**src/rtl/ram_pkg.sv**
```systemverilog
// Shared types and helpers for the self-initialising simple-dual-port RAM.
// Latency: n/a (types and a combinational merge helper only).
// Backpressure: n/a.
package ram_pkg;

    typedef enum logic {
        ST_INIT  = 1'b0,
        ST_READY = 1'b1
    } ram_init_state_t;

    localparam int MAX_RD_LATENCY = 4;

    // Widest word the merge helper handles; callers zero-extend and truncate with casts.
    localparam int MERGE_W = 256;

    function automatic logic [MERGE_W-1:0] byte_merge(
        input logic [MERGE_W-1:0] old_word,
        input logic [MERGE_W-1:0] new_word,
        input logic [MERGE_W-1:0] be,
        input int unsigned        byte_w
    );
        logic [MERGE_W-1:0] mask;
        mask = '0;
        for (int unsigned i = 0; i < MERGE_W; i++) begin
            mask[i[7:0]] = be[8'(i / byte_w)];
        end
        return (old_word & ~mask) | (new_word & mask);
    endfunction

endpackage

```
**src/rtl/ram_rd_pipe.sv**
```systemverilog
// Valid/data shift pipeline appended after the array read register.
// Latency: STAGES cycles (STAGES=0 is a pass-through).
// Backpressure: none; data stages load only on an incoming valid so the output holds.
module ram_rd_pipe #(
    parameter int WIDTH  = 8,
    parameter int STAGES = 0
) (
    input  logic             clk,
    input  logic             rst,
    input  logic             in_vld,
    input  logic [WIDTH-1:0] in_dat,
    output logic             out_vld,
    output logic [WIDTH-1:0] out_dat
);

    if (STAGES == 0) begin : g_bypass
        assign out_vld = in_vld;
        assign out_dat = in_dat;
    end else begin : g_pipe
        logic [STAGES-1:0] vld_q;
        logic [WIDTH-1:0]  dat_q [STAGES];

        always_ff @(posedge clk or posedge rst) begin
            if (rst) begin
                vld_q <= '0;
                for (int s = 0; s < STAGES; s++) dat_q[s] <= '0;
            end else begin
                vld_q[0] <= in_vld;
                if (in_vld) dat_q[0] <= in_dat;
                for (int s = 1; s < STAGES; s++) begin
                    vld_q[s] <= vld_q[s-1];
                    if (vld_q[s-1]) dat_q[s] <= dat_q[s-1];
                end
            end
        end

        assign out_vld = vld_q[STAGES-1];
        assign out_dat = dat_q[STAGES-1];
    end

endmodule

```
**src/rtl/ram_sdp_init.sv**
```systemverilog
// Self-initialising simple-dual-port RAM with byte-enable writes and collision flag; RAM_WRITE_FIRST_EN selects write-first reads.
// Latency: read data RD_LATENCY cycles after renable; init walk takes DEPTH cycles.
// Backpressure: none; wenable/renable/clear are dropped while init_busy is high.
module ram_sdp_init
    import ram_pkg::*;
#(
    parameter int               DEPTH      = 32,
    parameter int               WIDTH      = 8,
    parameter int               BYTE_W     = 8,
    parameter int               RD_LATENCY = 1,
    parameter logic [WIDTH-1:0] INIT_VAL   = '0,
    localparam int              AWIDTH     = $clog2(DEPTH),
    localparam int              NBYTES     = WIDTH / BYTE_W
) (
    input  logic              clk,
    input  logic              rst,
    input  logic              clear,
    input  logic              wenable,
    input  logic [AWIDTH-1:0] waddr,
    input  logic [WIDTH-1:0]  wdata,
    input  logic [NBYTES-1:0] wbe,
    input  logic              renable,
    input  logic [AWIDTH-1:0] raddr,
    output logic [WIDTH-1:0]  rdata,
    output logic              rvalid,
    output logic              init_busy,
    output logic              collision
);

    localparam logic [AWIDTH:0]   DEPTH_X   = (AWIDTH+1)'(DEPTH);
    localparam logic [AWIDTH-1:0] LAST_ADDR = AWIDTH'(DEPTH - 1);

    ram_init_state_t   state, state_nxt;
    logic [AWIDTH-1:0] ptr, ptr_nxt;

    logic [WIDTH-1:0]  mem [DEPTH];

    logic              ready, waddr_ok, raddr_ok, rd_acc, wr_acc, hit;
    logic [NBYTES-1:0] wr_lane;
    logic [AWIDTH-1:0] wr_addr;
    logic [WIDTH-1:0]  wr_word, rd_word, rd_q;
    logic              rv_q;

    assign ready    = (state == ST_READY);
    assign waddr_ok = ({1'b0, waddr} < DEPTH_X);
    assign raddr_ok = ({1'b0, raddr} < DEPTH_X);
    assign rd_acc   = ready & renable;
    assign wr_acc   = ready & wenable & waddr_ok;
    assign hit      = rd_acc & wenable & (|wbe) & (waddr == raddr);

    always_ff @(posedge clk or posedge rst) begin
        if (rst) begin
            state <= ST_INIT;
            ptr   <= '0;
        end else begin
            state <= state_nxt;
            ptr   <= ptr_nxt;
        end
    end

    always_comb begin
        state_nxt = state;
        ptr_nxt   = ptr;
        case (state)
            ST_INIT: begin
                ptr_nxt = ptr + 1'b1;
                if (ptr == LAST_ADDR) begin
                    state_nxt = ST_READY;
                    ptr_nxt   = '0;
                end
            end
            ST_READY: begin
                if (clear) begin
                    state_nxt = ST_INIT;
                    ptr_nxt   = '0;
                end
            end
            default: state_nxt = ST_INIT;
        endcase
    end

    // The init walk owns the write port outright; user writes only land in ST_READY.
    always_comb begin
        init_busy = (state == ST_INIT);
        wr_lane   = '0;
        wr_addr   = waddr;
        wr_word   = wdata;
        if (state == ST_INIT) begin
            wr_lane = '1;
            wr_addr = ptr;
            wr_word = INIT_VAL;
        end else if (wr_acc) begin
            wr_lane = wbe;
        end
    end

    always_ff @(posedge clk) begin
        for (int b = 0; b < NBYTES; b++) begin
            if (wr_lane[b]) mem[wr_addr][b*BYTE_W +: BYTE_W] <= wr_word[b*BYTE_W +: BYTE_W];
        end
    end

    always_comb begin
        rd_word = '0;
        if (raddr_ok) begin
`ifdef RAM_WRITE_FIRST_EN
            if (hit) begin
                rd_word = WIDTH'(byte_merge(MERGE_W'(mem[raddr]), MERGE_W'(wdata),
                                            MERGE_W'(wbe), BYTE_W));
            end else begin
                rd_word = mem[raddr];
            end
`else
            rd_word = mem[raddr];
`endif
        end
    end

    always_ff @(posedge clk or posedge rst) begin
        if (rst) begin
            rv_q      <= 1'b0;
            rd_q      <= '0;
            collision <= 1'b0;
        end else begin
            rv_q      <= rd_acc;
            collision <= hit;
            if (rd_acc) rd_q <= rd_word;
        end
    end

    ram_rd_pipe #(
        .WIDTH  (WIDTH),
        .STAGES (RD_LATENCY - 1)
    ) u_rd_pipe (
        .clk     (clk),
        .rst     (rst),
        .in_vld  (rv_q),
        .in_dat  (rd_q),
        .out_vld (rvalid),
        .out_dat (rdata)
    );

endmodule

```
**config.mk**
```make
export PLATFORM = sky130hd
export DESIGN_NAME = ram_sdp_init
export DESIGN_NICKNAME = d
export VERILOG_FILES = /design/src/rtl/ram_pkg.sv /design/src/rtl/ram_rd_pipe.sv /design/src/rtl/ram_sdp_init.sv
export SDC_FILE = /design/constraint.sdc
export NUM_CORES = 1
export LEC_CHECK = 0
export ABC_AREA = 1
export BUFFER_PORTS_ARGS = -buffer_cell sky130_fd_sc_hd__buf_2
export CAP_MARGIN = 15
export CORE_ASPECT_RATIO = 0.7
export CORE_MARGIN = 2
export CORE_UTILIZATION = 35
export CTS_CLUSTER_SIZE = 20
export DETAILED_ROUTE_END_ITERATION = 10
export GPL_ROUTABILITY_DRIVEN = 1
export PLACE_DENSITY = 0.59
export SETUP_SLACK_MARGIN = 0.5
export SLEW_MARGIN = 40
export SYNTH_ARGS = -nofsm -noshare
export SYNTH_HDL_FRONTEND = slang
export SYNTH_SLANG_ARGS = --single-unit
```
**constraint.sdc**
```tcl
create_clock -name clk -period 3 [get_ports clk]
set_input_delay 0.6 -clock clk [delete_from_list [all_inputs] [get_ports clk]]
set_output_delay 0.6 -clock clk [all_outputs]
set_load 0.005 [all_outputs]
```
==> results.md, run 1 <==
Timing
• Max Clk Rate: 437.3 MHz
• Final Max Slew Viols: 0
• slew at the pin closest to its max-slew limit: 688.1 ps
• normalized max-slew margin: 53.64%
• RSZ-0062 raised after global routing: false
• number of setup violations in the final report: 0
• Final Hold Vio Count: 0
• setup TNS: 0 ps
• Post-Route Hold Slack: 132.9 ps
• shortest clock period the worst path allows after layout: 2287 ps
• final clock period utilization by the worst path: 76.22%
• Worst Skew: 20.38 ps

Power and ir drop
• Sequential Power Share: 51.9%
• switching pwr: 2764 uW
• part of the power in the clock network: 30.7%
• share of power burned in combinational logic: 17.5%
• Int Pwr: 7030 uW
• highest ir drop seen on vdd: 0.3908 mV
• pwr/cell area: 759.7 nW/um^2
• Static Leakage: 0.004970 uW
• total power consumption of the routed design: 9794 uW
• switching power as a share of total power: 28.22%

Critical path
• delay-heaviest family, CP: simple AND/OR/NAND/NOR gates
• critical path endpoint category: register
• Critical-path top delay cell: sky130_fd_sc_hd__dfrtp_2
• startpoint type of the worst setup path: register
• chain of cells forming the critical path: buf_4, inv_1, or2_0, o21ai_0, inv_1, nor2_1, nand2_1, nor2_1, buf_4
• required time reported for the critical path endpoint: 3240 ps
• kind of critical path: reg -> reg
• CP bufs+invs: 4
• Worst path max stage delay: 450 ps
• CP arrival: 2530 ps
• Max FO, Critical Path: 13

CTS
• hold buffer count at CTS: 0
• clock latency on the worst-skew pair: 540 ps
• number of clock sinks seen by CTS: 272
• CTS Root Cell: sky130_fd_sc_hd__clkbuf_16
• worst-case clock buffer depth: 3
• number of post-CTS setup repair buffers: 0
• Clock transition at path regs: 70 ps
• maximum level of the CTS H-tree: 1
• TritonCTS clock tree: done
• number of buffers created by CTS: 25

Detailed routing
• wire per inst: 18.54 microns
• Via density: 5.003
• remaining number of nets flagged by the antenna check after routing: 0
• Routed Wire Length: 27,810 microns
• number of search-and-repair iterations in the first detailed-routing pass: 5
• total vias in the final route: 7,505
• DRC Markers: 0
• initial detailed-routing violation count: 851

Synth
• mean instance size in the synthesized netlist: 11.22 sq um
• share of the yosys chip area belonging to registers: 71.69%
• cell accounting for the most synthesized area: sky130_fd_sc_hd__edfxtp_1
• prevailing post-synth register cell: sky130_fd_sc_hd__edfxtp_1
• Synth area leaders: sky130_fd_sc_hd__edfxtp_1 (68%), sky130_fd_sc_hd__nand2_1 (12%), sky130_fd_sc_hd__nand3_1 (9.8%)
• syn nets: 1,031
• YS warnings: 0
• fraction of registers with async set/reset: 5.882%
• number of enable-type register cells in the synthesized netlist: 256
• post-synth cell types: 22
• Synth Register Bits: 272
• area fraction of the dominant cell type after synthesis: 68.15%
• gate count of the mapped netlist: 1,005
• post-synthesis cell area: 11,280 sq um

Worst hold path
• HP Class: in -> async

Global route
• via count of the first global-routing pass: 7,278
• overall track demand over capacity in global routing: 16.83%
• largest net degree at the start of global routing: 130
• residual overflow from global routing: 0
• first-pass GRT wire length: 43,210 microns
• number of antenna violations at the first check in global routing: 0

Floorplanning
• starting density of the core: 35.91%
• standard-cell rows: 54
• chip width: 218.6 microns
• number of primary I/O pins: 35
• height of the die: 154.2 microns
• area of the die: 33,710 sq um
• Std-Cell Core Area: 31,420 sq um

Finish
• share of layout cells above drive strength 1: 12.04%
• most common library cell in the layout ignoring fill and taps: sky130_fd_sc_hd__nand2_1
• synthesis-to-finish area growth: 14.27%
• Antenna diodes: 0
• final instance count without filler cells: 1,500
• Final nets: 1,088
• highest-count cells in the layout ignoring fill and taps: sky130_fd_sc_hd__nand2_1 (359), sky130_fd_sc_hd__edfxtp_1 (256), sky130_fd_sc_hd__nand3_1 (221)

Placed design
• Cell Count Post-Placement: 1,455
• number of port buffers: 34
• RePlAce Congestion: 0.8132
• DP Wirelength: 16,660 microns

Run
• Max-cap violations: 0

Outcome
• run status: complete, no violations

state kept, by name (all words and copies together), names as in the netlist:
| name | flops |
|---|---|
| ptr | 5 |
| rv_q | 1 |
| collision | 1 |
| ready | 1 |
| mem | 256 |
| rd_q | 8 |
final timing paths:
check	end	cells past startpoint	slack (ps)	startpoint
setup / recovery	mem[14][3]	9	710	ready
hold / removal	rd_q[7]	2	130	rst
setup reg to reg	mem[14][3]	9	710	ready
hold reg to reg	rd_q[2]	2	480	rd_q[2]
max in group asynchronous	ready	2	2410	rst
min in group clk	ready	2	250	clear
synth_stat cells, types with 2 or more instances:
library cell and number:
sky130_fd_sc_hd__o22ai_1 3, sky130_fd_sc_hd__xor2_1 3, sky130_fd_sc_hd__buf_2 29, sky130_fd_sc_hd__nand3_1 221, sky130_fd_sc_hd__clkbuf_1 7, sky130_fd_sc_hd__o21ai_0 8, sky130_fd_sc_hd__edfxtp_1 256, sky130_fd_sc_hd__clkinv_1 2
sky130_fd_sc_hd__nor3_1 3, sky130_fd_sc_hd__ha_1 2, sky130_fd_sc_hd__nand2_1 359, sky130_fd_sc_hd__dfrtp_1 16, sky130_fd_sc_hd__nor2_1 41, sky130_fd_sc_hd__inv_1 28, sky130_fd_sc_hd__a21oi_1 3, sky130_fd_sc_hd__buf_4 15
sky130_fd_sc_hd__buf_1 4
repair_timing:
action,4_1_cts,5_1_grt
gates resized for setup,0,7
hold endpoints to repair,0,0
endpoints found under the setup margin,16,81
gates cloned,0,0
kinds of logic after synthesis:
kind of cell    Yosys count  share of synthesized area [%]
simple gates            626                          23.36
flops                   272                          71.69
buf+inv                  86                          3.682
compound gates           15                         0.7320
xor+xnor                  4                         0.3106
fa+ha+maj                 2                         0.2218
worst register-to-register path: cells and delay by family, from the launching register on:
kind,cells,cell delay (ps)
AND/OR/NAND/NOR,4,730
buffers and inverters,4,620
flip-flops,1,450
AO/OA/AOI/OAI,1,210
through the flow:
step / utilization (%) / cell area, sq um / worst slack, ps
2_1_floorplan: - / 11280 / 1003
3_3_place_gp: 38.56 / 12110 / 531.7
3_5_place_dp: 38.56 / 12110 / 471.8
4_1_cts: 40.96 / 12870 / 476.3
5_1_grt: 41.03 / 12890 / 545.9
6_report: 41.03 / 12890 / 713.3
layer usage:
metal	vias up	GRT usage, %	share of wire, %
li1	3585	-	-
met1	3667	25.90	48
met2	228	24.58	43
met3	25	3.894	7.5
met4	0	2.559	1.2
met5	-	0	0
area by class of cell:
class                   instances  area (sq um)
well taps                     420         525.5
multi-input cells             647          2798
clock inverters                10         62.56
repair buffers                 85         605.6
fillers                      2980         18530
flip-flops and latches        272          8089
clock buffers                  35         693.2
inverters                      31         117.6
power groups by stage:
stage,Sequential [uW],Clock [uW],Combinational (uW)
2_1_floorplan,5120,0,957
3_3_place_gp,5150,0,1670
3_5_place_dp,5160,0,1680
4_1_cts,5080,3050,1690
5_1_grt,5140,3210,1910
6_report,5080,3000,1710
No activity file was read; power rests on OpenSTA's default activity.
==> run 2: changes to the inputs <==
--- a/config.mk
+++ b/config.mk
@@ -14,7 +14,7 @@
 export CTS_CLUSTER_SIZE = 20
 export DETAILED_ROUTE_END_ITERATION = 10
 export GPL_ROUTABILITY_DRIVEN = 1
-export PLACE_DENSITY = 0.59
+export PLACE_DENSITY = 0.61
 export SETUP_SLACK_MARGIN = 0.5
 export SLEW_MARGIN = 40
 export SYNTH_ARGS = -nofsm -noshare
==> constraint.sdc (replaced) <==
create_clock -name clk -period 1.9 [get_ports clk]
set_input_delay 0.38 -clock clk [delete_from_list [all_inputs] [get_ports clk]]
set_output_delay 0.38 -clock clk [all_outputs]
set_load 0.005 [all_outputs]
==> results.md, run 2 (synthesis results as in run 1) <==
Floorplanning
• number of primary I/O pins: 35, unchanged
• height of the die: 154.2 microns, unchanged
• area of the die: 33,710 sq um, unchanged
• starting density of the core: 35.91%, unchanged
• Std-Cell Core Area: 31,420 sq um, unchanged
• standard-cell rows: 54, unchanged
• chip width: 218.6 microns, unchanged

Outcome
• run status: complete, no violations

Worst hold path
• worst hold stages: 2
• HP Class: in -> reg
• worst min-delay path startpoint: clear
• Worst Hold Endpoint: ready

Detailed routing
• number of search-and-repair iterations in the first detailed-routing pass: 5, unchanged
• total vias in the final route: 7,642, +1.8%
• Routed Wire Length: 28,540 microns, +2.6%
• Via density: 4.969, -0.69%
• initial detailed-routing violation count: 751, -12%
• remaining number of nets flagged by the antenna check after routing: 0, unchanged
• DRC Markers: 0, unchanged
• wire per inst: 18.55 microns, about the same

Critical path
• CP arrival: 2050 ps, -480 ps
• Max FO, Critical Path: 8, -5
• critical path endpoint category: register
• kind of critical path: reg -> reg
• worst flop-to-flop path endpoint: mem[20][6]
• flop2flop setup slack: 90 ps, -620 ps
• worst setup path startpoint: ready
• required time reported for the critical path endpoint: 2140 ps, -1100 ps
• most numerous cell on the critical path: sky130_fd_sc_hd__buf_12
• Critical-path top delay cell: sky130_fd_sc_hd__dfrtp_1
• CP bufs+invs: 4, unchanged
• reg2reg start: ready
• chain of cells forming the critical path: buf_6, buf_4, o21ai_4, nand3_2, buf_12, nor2_4, buf_12
• startpoint type of the worst setup path: register
• depth of the critical timing path with buffers and inverters included: 7, -2
• delay-heaviest family, CP: buffers and inverters
• cell depth of the worst flop-to-flop path: 7, -2
• Worst path max stage delay: 410 ps, -40 ps

Global route
• number of antenna violations at the first check in global routing: 0, unchanged
• largest net degree at the start of global routing: 66, -49%
• via count of the first global-routing pass: 7,343, +0.89%
• residual overflow from global routing: 0, unchanged
• overall track demand over capacity in global routing: 16.92%, +0.091 points
• first-pass GRT wire length: 43,230 microns, about the same

CTS
• CTS Root Cell: sky130_fd_sc_hd__clkbuf_16
• Clock transition at path regs: 60 ps, about the same
• worst-case clock buffer depth: 3, unchanged
• number of clock sinks seen by CTS: 272, unchanged
• maximum level of the CTS H-tree: 1, unchanged
• clock latency on the worst-skew pair: 530 ps, about the same
• number of buffers created by CTS: 25, unchanged
• TritonCTS clock tree: done

Timing
• final clock period utilization by the worst path: 95.12%, +19 points
• RSZ-0062 raised after global routing: true
• setup slack after layout: 92.72 ps, -620.6 ps
• slew at the pin closest to its max-slew limit: 646.1 ps, -41.96 ps
• Final Hold Vio Count: 0, unchanged
• Max Clk Rate: 553.3 MHz, +27%
• Worst Skew: 11.85 ps, -8.530 ps
• normalized max-slew margin: 56.88%, +3.2 points
• setup TNS: 0 ps, unchanged
• number of setup violations in the final report: 0, unchanged
• shortest clock period the worst path allows after layout: 1807 ps, -479.4 ps
• Final Max Slew Viols: 0, unchanged

Placed design
• RePlAce Congestion: 0.8190, +0.71%
• pre-CTS setup slack: -105.0 ps, -576.8 ps
• DP Wirelength: 17,000 microns, +2.0%
• number of port buffers: 34, unchanged

Run
• Max-cap violations: 0, unchanged

Finish
• Top Registers: mem (256), rd_q (8), ptr (5)
• sequential cell area in the final layout: 8089 sq um, unchanged
• most common library cell in the layout ignoring fill and taps: sky130_fd_sc_hd__nand2_1
• share of layout cells above drive strength 1: 22.18%, +10 points
• Final nets: 1,126, +3.5%
• highest-count cells in the layout ignoring fill and taps: sky130_fd_sc_hd__nand2_1 (339), sky130_fd_sc_hd__edfxtp_1 (256), sky130_fd_sc_hd__nand3_1 (217)
• number of flip-flops under the largest register name: 256, unchanged
• Filler Cells Inserted: 2,821, -5.3%
• synthesis-to-finish area growth: 25.29%
• footprint of the multi-input gates: 3218 sq um, +15%
• register with the highest flop count: mem
• Antenna diodes: 0, unchanged

Power and ir drop
• total power consumption of the routed design: 17,260 uW, +76%
• pwr/cell area: 1221 nW/um^2, +61%
• Static Leakage: 0.005304 uW, +6.7%
• highest ir drop seen on vdd: 0.7643 mV, +96%

run 2: repair_timing:
item                       CTS  global route
hold buffers                 1             0
cloned                       0             1
buffers inserted            12             5
pin swaps                   23            18
gates resized for setup     95            33
setup endpoints to repair  287           531
hold endpoints to repair    16             0
run 2: cell type report:
| class | instances | area share [%] |
|---|---|---|
| Timing Repair Buffer | 123 | 9.543 |
| Sequential cell | 272 | 57.23 |
| Clock buffer | 30 | 4.559 |
| Inverter | 31 | 1.089 |
| Multi-Input combinational cell | 647 | 22.77 |
| Tap cell | 420 | 3.718 |
| Clock inverter | 15 | 1.089 |
run 2: metal layers:
metal / vias up / GRT usage, % / wire, microns
met1: 3732 / 25.51 / 13530
met4: 0 / 3.110 / 450
met5: - / 0 / 0
met2: 206 / 25.54 / 12680
li1: 3667 / - / -
met3: 37 / 3.284 / 1878
run 2: metrics by stage:
stage                     area [sq um]  cells  hold WS [ps]  utilization, %
after floorplan                  11470   1005         293.7               -
after global placement           12650   1474         471.0           40.26
after detailed placement         12650   1474         471.2           40.26
after CTS                        13950   1532         10.82           44.39
after global routing             14130   1538         29.97           44.99
final                            14130   1538         30.37           44.99
run 2: how the worst max path moves through the flow:
stage / to / slack (ps)
2_1_floorplan: mem[13][0] / 130
3_3_place_gp: mem[14][3] / -120
3_5_place_dp: rd_q[2] / -100
4_1_cts: mem[20][7] / 140
5_1_grt: mem[31][2] / 50
6_report: mem[20][6] / 90
run 2: where the power goes:
part | switching (uW) | internal, uW | leakage, uW
sequential | 304 | 7740 | 0.00258
clock | 2150 | 2830 | 0.000389
combinational | 2650 | 1580 | 0.00234
total | 5100 | 12200 | 0.00530
==> run 3: changes to the inputs <==
--- a/config.mk
+++ b/config.mk
@@ -15,7 +15,7 @@
 export DETAILED_ROUTE_END_ITERATION = 10
 export GPL_ROUTABILITY_DRIVEN = 1
 export PLACE_DENSITY = 0.61
-export SETUP_SLACK_MARGIN = 0.5
+export SETUP_SLACK_MARGIN = 0.02
 export SLEW_MARGIN = 40
 export SYNTH_ARGS = -nofsm -noshare
 export SYNTH_HDL_FRONTEND = slang
==> results.md, run 3 (synthesis results as in run 1) <==
Timing
• setup TNS: 0 ps, unchanged
• Worst Skew: 18.80 ps, +6.943 ps
• shortest clock period the worst path allows after layout: 1833 ps, +25.69 ps
• slew at the pin closest to its max-slew limit: 629.6 ps, -16.53 ps
• RSZ-0062 raised after global routing: true
• final clock period utilization by the worst path: 96.47%, +1.4 points
• Max Clk Rate: 545.6 MHz, -1.4%
• Final Max Slew Viols: 0, unchanged
• normalized max-slew margin: 57.98%, +1.1 points
• Final Hold Vio Count: 0, unchanged
• number of setup violations in the final report: 0, unchanged
• setup slack after layout: 67.02 ps, -25.69 ps

Finish
• Final nets: 1,112, -1.2%
• Antenna diodes: 0, unchanged
• number of flip-flops under the largest register name: 256, unchanged
• total non-filler cell area in the finished layout: 13,360 sq um, -5.5%
• synthesis-to-finish area growth: 18.42%
• most common library cell in the layout ignoring fill and taps: sky130_fd_sc_hd__nand2_1
• Filler Cells Inserted: 2,932, +3.9%
• register with the highest flop count: mem
• highest-count cells in the layout ignoring fill and taps: sky130_fd_sc_hd__nand2_1 (354), sky130_fd_sc_hd__edfxtp_1 (256), sky130_fd_sc_hd__nand3_1 (221)
• share of layout cells above drive strength 1: 15.13%, -7.1 points
• Top Registers: mem (256), rd_q (8), ptr (5)
• final core utilization: 42.52%, -2.5 points

Critical path
• required time reported for the critical path endpoint: 2160 ps, +20 ps
• chain of cells forming the critical path: buf_4, o21ai_0, buf_4, buf_4, nand2_1, nor2_1, buf_6
• flop2flop setup slack: 70 ps, -30 ps
• worst setup path startpoint: ready
• startpoint type of the worst setup path: register
• Critical-path top delay cell: sky130_fd_sc_hd__dfrtp_2
• critical path endpoint category: register
• Worst path max stage delay: 430 ps, +20 ps
• cell depth of the worst flop-to-flop path: 7, unchanged
• capturing element of the worst setup path: mem[30][0]
• most numerous cell on the critical path: sky130_fd_sc_hd__buf_4
• worst flop-to-flop path endpoint: mem[30][0]
• Max FO, Critical Path: 8, unchanged
• reg2reg start: ready
• CP arrival: 2090 ps, +40 ps
• kind of critical path: reg -> reg

CTS
• clock latency on the worst-skew pair: 540 ps, about the same
• worst-case clock buffer depth: 3, unchanged
• TritonCTS clock tree: done
• maximum level of the CTS H-tree: 1, unchanged
• number of clock sinks seen by CTS: 272, unchanged
• Clock transition at path regs: 70 ps, about the same
• number of buffers created by CTS: 25, unchanged
• CTS Root Cell: sky130_fd_sc_hd__clkbuf_16

Floorplanning
• chip width: 218.6 microns, unchanged
• height of the die: 154.2 microns, unchanged
• number of primary I/O pins: 35, unchanged
• starting density of the core: 35.91%, unchanged
• Std-Cell Core Area: 31,420 sq um, unchanged
• standard-cell rows: 54, unchanged
• area of the die: 33,710 sq um, unchanged

Global route
• via count of the first global-routing pass: 7,344, +0.014%
• first-pass GRT wire length: 43,820 microns, +1.4%
• largest net degree at the start of global routing: 71, +7.6%
• residual overflow from global routing: 0, unchanged
• number of antenna violations at the first check in global routing: 0, unchanged
• overall track demand over capacity in global routing: 17.22%, +0.30 points

Power and ir drop
• Static Leakage: 0.005198 uW, -2.0%
• pwr/cell area: 1240 nW/um^2, +1.6%
• highest ir drop seen on vdd: 0.8134 mV, +6.4%

Detailed routing
• remaining number of nets flagged by the antenna check after routing: 0, unchanged
• number of search-and-repair iterations in the first detailed-routing pass: 5, unchanged
• Routed Wire Length: 28,610 microns, +0.27%
• DRC Markers: 0, unchanged
• total vias in the final route: 7,639, -0.039%
• Via density: 5.012, +0.88%
• initial detailed-routing violation count: 798, +6.3%
• wire per inst: 18.77 microns, +1.2%

Placed design
• total cell area at the placement stage: 12,370 sq um, -2.2%
• number of port buffers: 34, unchanged
• pre-CTS setup slack: -159.9 ps, -54.91 ps
• RePlAce Congestion: 0.8222, +0.39%
• DP Wirelength: 17,770 microns, +4.5%

Worst hold path
• HP Class: in -> reg

Outcome
• run status: complete, no violations

Run
• Max-cap violations: 0, unchanged

-- run 3: repair_timing --
item                                    4_1_cts  5_1_grt
cloned                                        0        0
pin swaps                                     1        1
resized for setup                            10       16
buffers inserted                              0        1
hold endpoints to repair                     16        0
hold buffers                                  1        0
endpoints found under the setup margin      138      256
-- run 3: where the power goes --
part / switching (uW) / internal, uW / total, uW
clock: 2220 / 3230 / 5450
combinational: 2090 / 995 / 3090
sequential: 292 / 7740 / 8030
-- run 3: worst min-delay path by stage --
| stage | slack [ps] | startpoint | to | depth (start not counted) |
|---|---|---|---|---|
| after floorplan | 290 | rst | collision | 1 |
| after global placement | 470 | rd_q[5] | rd_q[5] | 2 |
| after detailed placement | 460 | rd_q[3] | rd_q[3] | 2 |
| after CTS | 30 | clear | ready | 2 |
| after global routing | 40 | clear | ready | 2 |
| final | 40 | clear | ready | 2 |
-- run 3: worst max-delay path, delay by kind of cell (launching register included) --
kind | cells | cell delay (ps)
AND/OR/NAND/NOR | 2 | 270
buffers and inverters | 4 | 650
flip-flops | 1 | 430
AO/OA/AOI/OAI | 1 | 200
-- run 3: area by class of cell --
| cell class | instances | area (sq um) | area share, % |
|---|---|---|---|
| Timing Repair Buffer | 109 | 894.6 | 6.697 |
| Tap cell | 420 | 525.5 | 3.934 |
| Clock inverter | 8 | 101.3 | 0.7586 |
| Multi-Input combinational cell | 647 | 2820 | 21.11 |
| Clock buffer | 37 | 807.0 | 6.041 |
| Inverter | 31 | 121.4 | 0.9085 |
| Sequential cell | 272 | 8089 | 60.55 |
-- run 3: per-layer routing --
metal | vias up | global-route usage, % | wire length, microns
met4 | 0 | 2.721 | 378
met5 | - | 0.1449 | 0
met2 | 257 | 25.48 | 12520
met1 | 3722 | 26.57 | 13430
li1 | 3631 | - | -
met3 | 29 | 3.343 | 2284
-- run 3: per-stage QoR --
step                total power [uW]  hold slack (ps)  cells
CTS                            16570            27.57   1523
global route                   17270            39.69   1524
global placement               11000            465.4   1477
finish                         16570            39.32   1524
detailed placement             11070            463.3   1477
floorplan                       9591            293.7   1005
